`config.mk`:
```
export PLATFORM = sky130hd
export DESIGN_NAME = rv_inst_encoder
export DESIGN_NICKNAME = d
export VERILOG_FILES = /design/src/rtl/rv_inst_encoder.sv
export SDC_FILE = /design/constraint.sdc
export NUM_CORES = 1
export LEC_CHECK = 0
export CAP_MARGIN = 20
export CORE_ASPECT_RATIO = 2
export CORE_MARGIN = 2
export CORE_UTILIZATION = 54
export CTS_BUF_LIST = sky130_fd_sc_hd__clkbuf_16
export DETAILED_ROUTE_END_ITERATION = 10
export PLACE_DENSITY_LB_ADDON = 0.12
export SYNTH_ARGS = -nofsm -noshare
export SYNTH_HDL_FRONTEND = slang
export SYNTH_SLANG_ARGS = --single-unit
```
`constraint.sdc`:
```
create_clock -name clk -period 6.85 [get_ports clk]
set_clock_uncertainty 0.1 [all_clocks]
set_input_delay 1.0275 -clock clk [delete_from_list [all_inputs] [get_ports clk]]
set_output_delay 1.0275 -clock clk [all_outputs]
set_load 0.02 [all_outputs]
```
`src/rtl/rv_inst_encoder.sv`:
```
// RV32I instruction encoder: scatters a full-width immediate into I/S/B/J/U fields,
// range-checks it, and expands LI into ADDI / LUI / LUI+ADDI on a valid/ready stream.
module rv_inst_encoder (
   input  logic        clk,
   input  logic        rst_n,
   input  logic        in_valid,
   output logic        in_ready,
   input  logic [2:0]  in_fmt,
   input  logic [4:0]  in_rd,
   input  logic [4:0]  in_rs1,
   input  logic [4:0]  in_rs2,
   input  logic [2:0]  in_funct3,
   input  logic [31:0] in_imm,
   output logic        out_valid,
   input  logic        out_ready,
   output logic [31:0] out_inst,
   output logic        out_last,
   output logic        err
);

   typedef enum logic [1:0] {IDLE, OUT_A, OUT_B} state_t;

   localparam logic [2:0] FMT_LOAD   = 3'd0;
   localparam logic [2:0] FMT_STORE  = 3'd1;
   localparam logic [2:0] FMT_BRANCH = 3'd2;
   localparam logic [2:0] FMT_OPIMM  = 3'd3;
   localparam logic [2:0] FMT_JAL    = 3'd4;
   localparam logic [2:0] FMT_JALR   = 3'd5;
   localparam logic [2:0] FMT_LUI    = 3'd6;
   localparam logic [2:0] FMT_LI     = 3'd7;

   localparam logic [6:0] OPC_LOAD   = 7'b0000011;
   localparam logic [6:0] OPC_STORE  = 7'b0100011;
   localparam logic [6:0] OPC_BRANCH = 7'b1100011;
   localparam logic [6:0] OPC_OPIMM  = 7'b0010011;
   localparam logic [6:0] OPC_JAL    = 7'b1101111;
   localparam logic [6:0] OPC_JALR   = 7'b1100111;
   localparam logic [6:0] OPC_LUI    = 7'b0110111;

   function automatic logic [31:0] enc_i(input logic [11:0] imm, input logic [4:0] rs1,
                                         input logic [2:0] f3, input logic [4:0] rd,
                                         input logic [6:0] opc);
      return {imm, rs1, f3, rd, opc};
   endfunction

   function automatic logic [31:0] enc_s(input logic [11:0] imm, input logic [4:0] rs2,
                                         input logic [4:0] rs1, input logic [2:0] f3);
      return {imm[11:5], rs2, rs1, f3, imm[4:0], OPC_STORE};
   endfunction

   // imm holds offset bits [12:1]; bit 0 is implicitly zero
   function automatic logic [31:0] enc_b(input logic [12:1] imm, input logic [4:0] rs2,
                                         input logic [4:0] rs1, input logic [2:0] f3);
      return {imm[12], imm[10:5], rs2, rs1, f3, imm[4:1], imm[11], OPC_BRANCH};
   endfunction

   function automatic logic [31:0] enc_j(input logic [20:1] imm, input logic [4:0] rd);
      return {imm[20], imm[10:1], imm[11], imm[19:12], rd, OPC_JAL};
   endfunction

   function automatic logic [31:0] enc_u(input logic [19:0] upper, input logic [4:0] rd);
      return {upper, rd, OPC_LUI};
   endfunction

   function automatic logic in_range(input logic signed [31:0] v,
                                     input logic signed [31:0] lo,
                                     input logic signed [31:0] hi);
      return (v >= lo) && (v <= hi);
   endfunction

   state_t        state_q, state_d;
   logic [31:0]   inst_q, inst_d;
   logic          last_q, last_d;
   logic          err_q, err_d;
   logic [31:0]   pend_q, pend_d;

   logic signed [31:0] imm_s;
   logic               fits12;
   logic               is_shift;
   logic [19:0]        li_hi;
   logic [31:0]        enc_a, enc_b_word;
   logic               enc_single, enc_illegal;
   logic               accept;

   assign imm_s    = in_imm;
   assign fits12   = in_range(imm_s, -32'sd2048, 32'sd2047);
   assign is_shift = (in_funct3 == 3'b001) || (in_funct3 == 3'b101);
   // Upper part rounded so that the sign-extended low 12 bits add back exactly
   assign li_hi    = in_imm[31:12] + {19'b0, in_imm[11]};

   always_comb begin
      enc_a       = '0;
      enc_b_word  = '0;
      enc_single  = 1'b1;
      enc_illegal = 1'b0;
      case (in_fmt)
         FMT_LOAD: begin
            enc_illegal = !fits12;
            enc_a       = enc_i(in_imm[11:0], in_rs1, in_funct3, in_rd, OPC_LOAD);
         end
         FMT_STORE: begin
            enc_illegal = !fits12;
            enc_a       = enc_s(in_imm[11:0], in_rs2, in_rs1, in_funct3);
         end
         FMT_BRANCH: begin
            enc_illegal = !in_range(imm_s, -32'sd4096, 32'sd4094) || in_imm[0];
            enc_a       = enc_b(in_imm[12:1], in_rs2, in_rs1, in_funct3);
         end
         FMT_OPIMM: begin
            if (is_shift) begin
               enc_illegal = (in_imm[31:11] != '0) || (in_imm[9:5] != '0) ||
                             (in_imm[10] && (in_funct3 != 3'b101));
               enc_a = {1'b0, in_imm[10], 5'b0, in_imm[4:0], in_rs1, in_funct3, in_rd, OPC_OPIMM};
            end else begin
               enc_illegal = !fits12;
               enc_a       = enc_i(in_imm[11:0], in_rs1, in_funct3, in_rd, OPC_OPIMM);
            end
         end
         FMT_JAL: begin
            enc_illegal = !in_range(imm_s, -32'sd1048576, 32'sd1048574) || in_imm[0];
            enc_a       = enc_j(in_imm[20:1], in_rd);
         end
         FMT_JALR: begin
            enc_illegal = !fits12;
            enc_a       = enc_i(in_imm[11:0], in_rs1, 3'b000, in_rd, OPC_JALR);
         end
         FMT_LUI: begin
            enc_illegal = (in_imm[11:0] != '0);
            enc_a       = enc_u(in_imm[31:12], in_rd);
         end
         FMT_LI: begin
            if (fits12) begin
               enc_a = enc_i(in_imm[11:0], 5'd0, 3'b000, in_rd, OPC_OPIMM);
            end else begin
               enc_a = enc_u(li_hi, in_rd);
               if (in_imm[11:0] != '0) begin
                  enc_single = 1'b0;
                  enc_b_word = enc_i(in_imm[11:0], in_rd, 3'b000, in_rd, OPC_OPIMM);
               end
            end
         end
      endcase
   end

   // In OUT_A, last_q=0 means the ADDI half of an LI is still queued
   always_comb begin
      in_ready = 1'b0;
      case (state_q)
         IDLE:    in_ready = 1'b1;
         OUT_A:   in_ready = out_ready && last_q;
         OUT_B:   in_ready = out_ready;
         default: in_ready = 1'b0;
      endcase
   end

   assign accept = in_valid && in_ready;

   always_comb begin
      state_d = state_q;
      inst_d  = inst_q;
      last_d  = last_q;
      pend_d  = pend_q;
      err_d   = 1'b0;
      case (state_q)
         OUT_A: begin
            if (out_ready) begin
               if (!last_q) begin
                  state_d = OUT_B;
                  inst_d  = pend_q;
                  last_d  = 1'b1;
               end else begin
                  state_d = IDLE;
               end
            end
         end
         OUT_B: begin
            if (out_ready) state_d = IDLE;
         end
         default: state_d = state_q;
      endcase
      if (accept) begin
         if (enc_illegal) begin
            err_d   = 1'b1;
            state_d = IDLE;
         end else begin
            state_d = OUT_A;
            inst_d  = enc_a;
            last_d  = enc_single;
            pend_d  = enc_b_word;
         end
      end
   end

   always_ff @(posedge clk or negedge rst_n) begin
      if (!rst_n) begin
         state_q <= IDLE;
         inst_q  <= '0;
         last_q  <= 1'b0;
         err_q   <= 1'b0;
      end else begin
         state_q <= state_d;
         inst_q  <= inst_d;
         last_q  <= last_d;
         err_q   <= err_d;
      end
   end

   always_ff @(posedge clk) begin
      pend_q <= pend_d;
   end

   assign out_valid = (state_q != IDLE);
   assign out_inst  = inst_q;
   assign out_last  = last_q;
   assign err       = err_q;

endmodule
```
; ---- Word-level counts from Yosys, hierarchy flattened
; Cells that the tools add are included.
[totals]
elab_cells = 83
input_bits = 57
ff_bits = 68
out_inout_bits = 36
[op_classes]
order_cmp = 6
n_eq_ne = 14
muxes = 27
n_addsub = 1
n_reduce_logical = 26
bitwise = 3
[op_table]
columns = cell, count
row1 = case mux 32 bit (8 select lines), 1
row2 = 2-to-1 mux 32 bit, 7
row3 = >= comparator 32 x 12 -> 1 bit (second input constant), 1
row4 = >= comparator 32 x 13 -> 1 bit (second input constant), 1
row5 = >= comparator 32 x 21 -> 1 bit (second input constant), 1
row6 = <= comparator 32 x 12 -> 1 bit (second input constant), 1
row7 = <= comparator 32 x 13 -> 1 bit (second input constant), 1
row8 = <= comparator 32 x 21 -> 1 bit (second input constant), 1
row9 = nonzero test 21 bit, 1
row10 = adder 20 x 1 -> 20 bit, 1
row11 = == test 3 bit (second input constant), 5
row12 = nonzero test 12 bit, 1
row13 = 2-to-1 mux 1 bit, 11
row14 = != test 3 bit (second input constant), 3
row15 = 2-to-1 mux 2 bit, 4
row16 = == test 3 x 1 -> 1 bit (second input constant), 2
row17 = == test 3 x 2 -> 1 bit (second input constant), 2
row18 = logical AND 1 bit, 6
row19 = OR reduction 3 bit, 2
row20 = logical OR 1 bit, 5
row21 = 2-to-1 mux 5 bit, 1
row22 = case mux 1 bit (5 select lines), 1
row23 = nonzero test 5 bit, 1
row24 = case mux 2 bit (2 select lines), 1
row25 = other kinds (12), 16

; ---- Longest topological paths before layout
; Gate-level depths: netlist of the first run.
[depth]
depth_word = 7
ltp_mapped = 12
depth_no_buf = 9

; ---- Worst setup path after synthesis of the first run
; OpenSTA, ideal clock, no wires.
[synth_timing]
path_type = input port to flip-flop
from = in in_imm[23]
to = reg pend_q[15], enable pin
t_arrival_ns = 3.172
cell_stages = 9
setup_ns = 0.355
path_buffers = 3
slack_ns = 3.223
required_ns = 6.395
path_cell_list = buf_6 nor4_4 nand3_2 or4_4 a31o_1 or4_1 buf_2 inv_2 buf_2
[synth_between]
elab_chain_cells = 7
word_cells_on_any_way = 21
cone_classes = order compare: 6 / mux: 2 / bitwise: 1 / reduce/logical: 12
[synth_rtl]
columns = item, line
row1 = "start, declared", 13  ; input logic [31:0] in_imm,
row2 = >= comparator 32 x 12 -> 1 bit (tied with other cells), 68  ; return (v >= lo) && (v <= hi);
row3 = logical AND 1 bit or logical OR 1 bit (tied branches), "68, 111"
row4 = zero test 1 bit (tied with other cells), --
row5 = 2-to-1 mux 1 bit (tied with other cells), 110  ; if (is_shift) begin
row6 = case mux 1 bit (5 select lines) *, 96  ; case (in_fmt)
row7 = NOT 1 bit (no line) *, --
row8 = AND reduction 2 bit (no line) *, --
row9 = "end signal, assigned", 209  ; pend_q <= pend_d;
row10 = "end, declared", 75  ; logic [31:0] pend_q, pend_d;
; Mark *: on every way between the ends. The rest lies on a longest branch, timed or not.
; A chain may end at the register's enable or synchronous reset.

; ---- Worst setup path after layout of the first run
[layout_timing]
from = in in_fmt[2]
to = reg pend_q[15], enable pin
[layout_between]
elab_chain_cells = 5
word_cells_on_any_way = 11
cone_classes = eq/ne: 6 / mux: 1 / bitwise: 1 / reduce/logical: 3
[layout_rtl]
columns = item, line
row1 = "start, declared", 8  ; input logic [2:0] in_fmt,
row2 = == test 3 bit (tied with other cells), 96
row3 = OR reduction 3 bit (no line), --
row4 = case mux 1 bit (5 select lines) *, 96
row5 = NOT 1 bit (no line) *, --
row6 = AND reduction 2 bit (no line) *, --
; Marks and branches as above.

==> results of run 1 <==
-- synthesized netlist by cell type (all sizes together) (8+ instances only) --
library cell  number  area [µm²]
and3              19         119
nand4             10        62.6
xnor2             10        87.6
a21o               8        60.1
and2              20         125
nand3             17        90.1
inv               13        48.8
dfrtp             36         901
clkbuf            18        67.6
edfxtp            18         541
nor3              10        50.1
a221oi            11        96.3
buf               12        81.3
o21ai             22         110
nor4              11        96.3
a211oi             8        65.1
nor2              29         109
a21oi             26         130
nand2             69         259
-- state kept, by name, summed over array words and instances (netlist names) --
name and cells:
out_inst 32, pend_q 18, state_q 2, err 1
out_last 1
-- metal layers --
| layer | vias up | GRT usage [%] | part of all wire (%) |
|---|---|---|---|
| li1 | 1814 | - | - |
| met1 | 1909 | 38.4 | 34 |
| met2 | 244 | 63.0 | 53 |
| met3 | 56 | 4.49 | 6.8 |
| met4 | 0 | 24.2 | 6.8 |
| met5 | - | 0 | 0 |
-- worst max-delay path: cells and delay by family --
family / cells / cell delay (ns)
AOI/OAI and AO/OA: 1 / 0.15
and+or+nand+nor: 3 / 0.93
buffers and inverters: 4 / 2.31
-- cells by family (layout without fill, tap and decap cells) --
kind of cell | count (synthesis) | after routing | share of synthesized area, %
AOI/OAI and AO/OA | 121 | 121 | 21.8
and+or+nand+nor | 204 | 204 | 27.7
muxes | 9 | 9 | 2.83
DFF | 54 | 54 | 38.0
buffers and inverters | 43 | 119 | 5.21
adders and majority gates | 6 | 6 | 1.91
xor gates and xnor gates | 11 | 11 | 2.54
-- cell type report --
class	instances	area (µm²)
multi-input cells	351	2160
well taps	90	113
inverters	13	48.8
fillers	526	2010
clock inverters	3	16.3
clock buffers	5	125
flip-flops and latches	54	1440
repair buffers	98	966
-- power by group --
part,switching (mW),internal (mW),total [mW],leakage [nW]
sequential,0.0670,0.443,0.510,0.592
combinational,0.359,0.320,0.678,1.27
clock,0.112,0.134,0.246,0.0689
total,0.538,0.896,1.43,1.93
-- worst max path at each step --
| stage | from | endpoint | slack, ns |
|---|---|---|---|
| floorplan | in_imm[23] | pend_q[15] | 3.22 |
| global placement | in_fmt[2] | pend_q[31] | 1.99 |
| detailed placement | in_fmt[2] | pend_q[31] | 2.06 |
| CTS | in_fmt[2] | pend_q[20] | 2.36 |
| global route | in_fmt[2] | out_inst[22] | 2.02 |
| finish | in_fmt[2] | pend_q[15] | 2.23 |
-- through the flow --
step                      area, µm²  utilization [%]  setup slack, ns  hold slack, ns
after global routing           4870             70.7             2.02           0.408
final                          4870             70.7             2.23           0.403
after floorplan                3800                -             3.22           0.402
after CTS                      4870             70.7             2.36           0.399
after global placement         4730             68.7             1.99           0.361
after detailed placement       4730             68.7             2.06           0.380
==> flow_summary.yaml, run 1 <==
clocking:
  cts_inserted_buffers: 5
  postCtsHoldBufs: 0
  clkTransAtPathRegs_ns: 0.07
  ctsResizeCount: 0
  clkLatencyLatePin_ns: 0.29
  cts-root-buf: "clkbuf_16"
  clk_path_buf_depth: 2
  cts_sinks: 54
  cts_tree: "yes"
  post_cts_buffers: 0
  ctsHtreeMaxLevel: 2
critical_path:
  crit_chain: "clkdlybuf4s50_1 > inv_1 > nor2_1 > nand2_1 > o32ai_1 > or4_1 > buf_4 > inv_2"
  worstSetupEndpointType: "register"
  r2r-end: "pend_q[15]"
  path_class: "in -> reg"
  arrival_ns: 4.45
  required_ns: 6.68
  rr_worst_depth: 7
  cp_slowest_cell: "clkdlybuf4s50_1"
  reg2reg_setup_slack_ns: 3.95
  worstSetupStartpointType: "primary input"
  critPathMaxFanout: 50
  rr_startpoint: "state_q[1]"
  critical_path.max_stage_delay_ns: 0.81
place:
  place.gp.congestion: 1.07
  dp_hpwl_um: 10200
  dpl.cell_count: 606
  port_buffers: 92
drt:
  dr.pass1.iters: 5
  drc: 0
  wire_per_inst_um: 22.0
  drt_iter0_markers: 415
  drt-vias-per-instance: 6.55
  num_vias: 4023
  antenna_left: 0
  routed_wl_um: 13500
floorplan:
  pin_count: 93
  start_util_pct: 55.1
  dieArea_mm2: 0.00776
  fp.dieW_um: 63.3
  core_mm2: 0.00689
  die_y_um: 123
  rows: 43
synth:
  syn_inst: 448
  ys_ff_latch: 54
  synth-main-ff-cell: "dfrtp_1"
  yosys_warnings: 0
  synth_edf_count: 18
  synth_cell_types: 58
  yosysSeqAreaShare_pct: 38.0
  synth_nets: 510
  async_flop_share_pct: 66.7
  avgSynthCellArea_um2: 8.47
  synth_area_mm2: 0.00380
timing:
  period_needed_ns: 4.62
  setup_viol: 0
  final.period_utilization_pct: 67.4
  setup_tns_ns: 0
  worstMarginPinSlew_ns: 1.08
  fmax_mhz: 217
  slew_headroom_pct: 27.5
  rsz0062_at_grt: "false"
  hold_viol: 0
  final_max_slew_viol_count: 0
pwr:
  ir_worst_vdd_mv: 0.138
  finalPower_mw: 1.43
  power.density_mw_per_mm2: 294
  p_leak_nw: 1.93
grt:
  grt_use_total_pct: 35.3
  grt_max_degree: 51
  grt_pass1_wl_um: 20600
  overflow: 0
  grt_pass1_vias: 3896
  antenna_found_initial: 0
run:
  drv_cap: 0
cells_and_area:
  instances_no_fill: 614
  area_growth_syn_to_layout_pct: 28.3
  layout-drive-gt1-share_pct: 5.73
  layout_common_cells: "clkdlybuf4s50_1, nand2_1, dfrtp_1, nor2_1, a21oi_1"
  layout_commonest_cell: "clkdlybuf4s50_1"
  num-nets-final: 585
  diodes: 0
min_path:
  worstHoldPathType: "reg -> reg"
  hold_end: "out_inst[0]"
  hp-start: "out_inst[0]"
  whs_path_depth: 1
status:
  status: "complete, no violations"
Power figures use the tool's default switching activity.
==> run 2: changes to the inputs <==
CORE_UTILIZATION = 45   (was 54)
clock period = 4.2 ns   (was 6.85 ns; I/O delays follow)
==> run 2 against run 1 <==
Effect of this change:
- non-clock buffer count is 25 higher
- critical endpoint is now out_inst[31]
- register-to-register slack worse by 2.2 ns
- sequential power is 62% higher
- sequential share of layout area is 1.4 points lower
- sequential cell count stayed put
- setup slack worse by 1.7 ns
==> flow_summary.yaml, run 2 (synthesized netlist as in run 1, its figures left out) <==
pwr:
  comb_power_share_pct: 46.5
  clkPwrFrac_pct: 19.2
  p_sw_share_pct: 36.0
  p_switching_uw: 867
  ir_worst_vdd_mv: 0.241
  seqPwrFrac_pct: 34.4
  power.density_mw_per_mm2: 472
  internal-power_mw: 1.54
  p_leak_nw: 2.07
drt:
  drc: 0
  drt-vias-per-instance: 6.25
  dr.pass1.iters: 6
  routed_wl_um: 13800
  wire_per_inst_um: 21.3
  num_vias: 4041
  drt_iter0_markers: 314
  antenna_left: 0
grt:
  grt_max_degree: 37
  grt_pass1_wl_um: 21000
  overflow: 0
  antenna_found_initial: 0
  grt_use_total_pct: 31.3
  grt_pass1_vias: 3851
timing:
  fmax_mhz: 270
  worstMarginPinSlew_ns: 0.858
  final.period_utilization_pct: 88.2
  slew_headroom_pct: 42.6
  final_max_slew_viol_count: 0
  rsz0062_at_grt: "false"
  setup_viol: 0
  setup_tns_ns: 0
  hold_viol: 0
  period_needed_ns: 3.70
  hold_ws_ns: 0.327
min_path:
  worstHoldPathType: "in -> async"
floorplan:
  die_y_um: 134
  core_mm2: 0.00823
  dieArea_mm2: 0.00923
  rows: 47
  start_util_pct: 46.1
  fp.dieW_um: 68.9
  pin_count: 93
cells_and_area:
  layout-drive-gt1-share_pct: 10.4
  num-nets-final: 610
  area_growth_syn_to_layout_pct: 34.5
  n_fill_cell: 768
  layout_common_cells: "clkdlybuf4s50_1, nand2_1, dfrtp_1, nor2_1, buf_4"
  diodes: 0
  layout_commonest_cell: "clkdlybuf4s50_1"
  largest_reg_flops: 32
clocking:
  cts-root-buf: "clkbuf_16"
  cts_sinks: 54
  clk_path_buf_depth: 2
  postCtsHoldBufs: 0
  post_cts_buffers: 0
  clkTransAtPathRegs_ns: 0.07
  clkLatencyLatePin_ns: 0.29
  cts_inserted_buffers: 5
  cts_tree: "yes"
  ctsHtreeMaxLevel: 2
  ctsResizeCount: 0
critical_path:
  path_class: "in -> reg"
  worstSetupEndpointType: "register"
  required_ns: 4.27
  critPathMaxFanout: 27
  worstSetupStartpointType: "primary input"
  arrival_ns: 3.78
place:
  dp_hpwl_um: 10800
  place.gp.congestion: 0.932
  port_buffers: 92
run:
  drv_cap: 0
status:
  status: "complete, no violations"
run 2: cell types whose count changed in the layout (fill, tap and decap cells not counted):
cell	previous run	this run
clkdlybuf4s50_1	92	91
buf_4	6	28
clkinv_4	1	0
nor3_1	9	10
buf_12	0	2
bufinv_16	0	1
clkbuf_2	0	1
nor3_2	1	0
buf_2	0	1
clkinv_2	0	2
clkinv_1	2	0
run 2: worst paths after layout:
path | startpoint | endpoint | slack (ns) | cells after the start
max | in_imm[23] | out_inst[31] | 0.50 | 11
min | rst_n | out_inst[15] | 0.33 | 1
max reg2reg | state_q[1] | out_inst[31] | 1.71 | 9
min reg2reg | out_inst[0] | out_inst[0] | 0.38 | 1
max in group asynchronous | rst_n | out_inst[19] | 3.15 | 1
min in group clk | out_inst[0] | out_inst[0] | 0.38 | 1
run 2: final cells by class:
cell class,instances,area [µm²],share of cell area [%]
inverter,13,48.8,0.956
sequential,54,1440,28.2
timing repair buffer,123,1170,22.9
multi-input combinational,351,2160,42.2
clock inverter,3,40.0,0.784
tap,98,123,2.40
clock buffer,5,125,2.45
run 2: power groups by stage:
stage	Sequential, mW	Combinational, mW	Clock, mW
after floorplan	1.01	0.386	0
after global placement	0.830	1.09	0
after detailed placement	0.839	1.11	0
after CTS	0.830	1.12	0.470
after global routing	0.848	1.21	0.491
final	0.828	1.12	0.463
run 2: layer usage:
| metal | vias to the layer above | track usage, % | part of all wire (%) |
|---|---|---|---|
| met5 | - | 0 | 0 |
| met4 | 0 | 15.8 | 4.7 |
| met3 | 27 | 2.35 | 5.2 |
| met2 | 196 | 55.7 | 55 |
| met1 | 1955 | 35.5 | 35 |
| li1 | 1863 | - | - |
run 2: metrics by stage:
step	power (mW)	util (%)	cells	instance area, µm²	worst slack [ns]
global placement	1.92	60.0	638	4940	0.191
floorplan	1.40	-	448	3800	0.971
global route	2.54	62.0	647	5110	0.433
CTS	2.42	62.0	646	5100	0.482
finish	2.41	62.0	647	5110	0.497
detailed placement	1.95	60.0	638	4940	0.183
run 2: worst max-delay path: stages:
cell             delay (ns)
clkdlybuf4s50_1        0.69
and3_1                 0.23
nand4_1                0.15
o311ai_0               0.57
buf_4                  0.21
a211oi_1               0.07
or4_1                  0.52
buf_4                  0.21
buf_12                 0.18
nor3_1                 0.23
a31oi_1                0.07
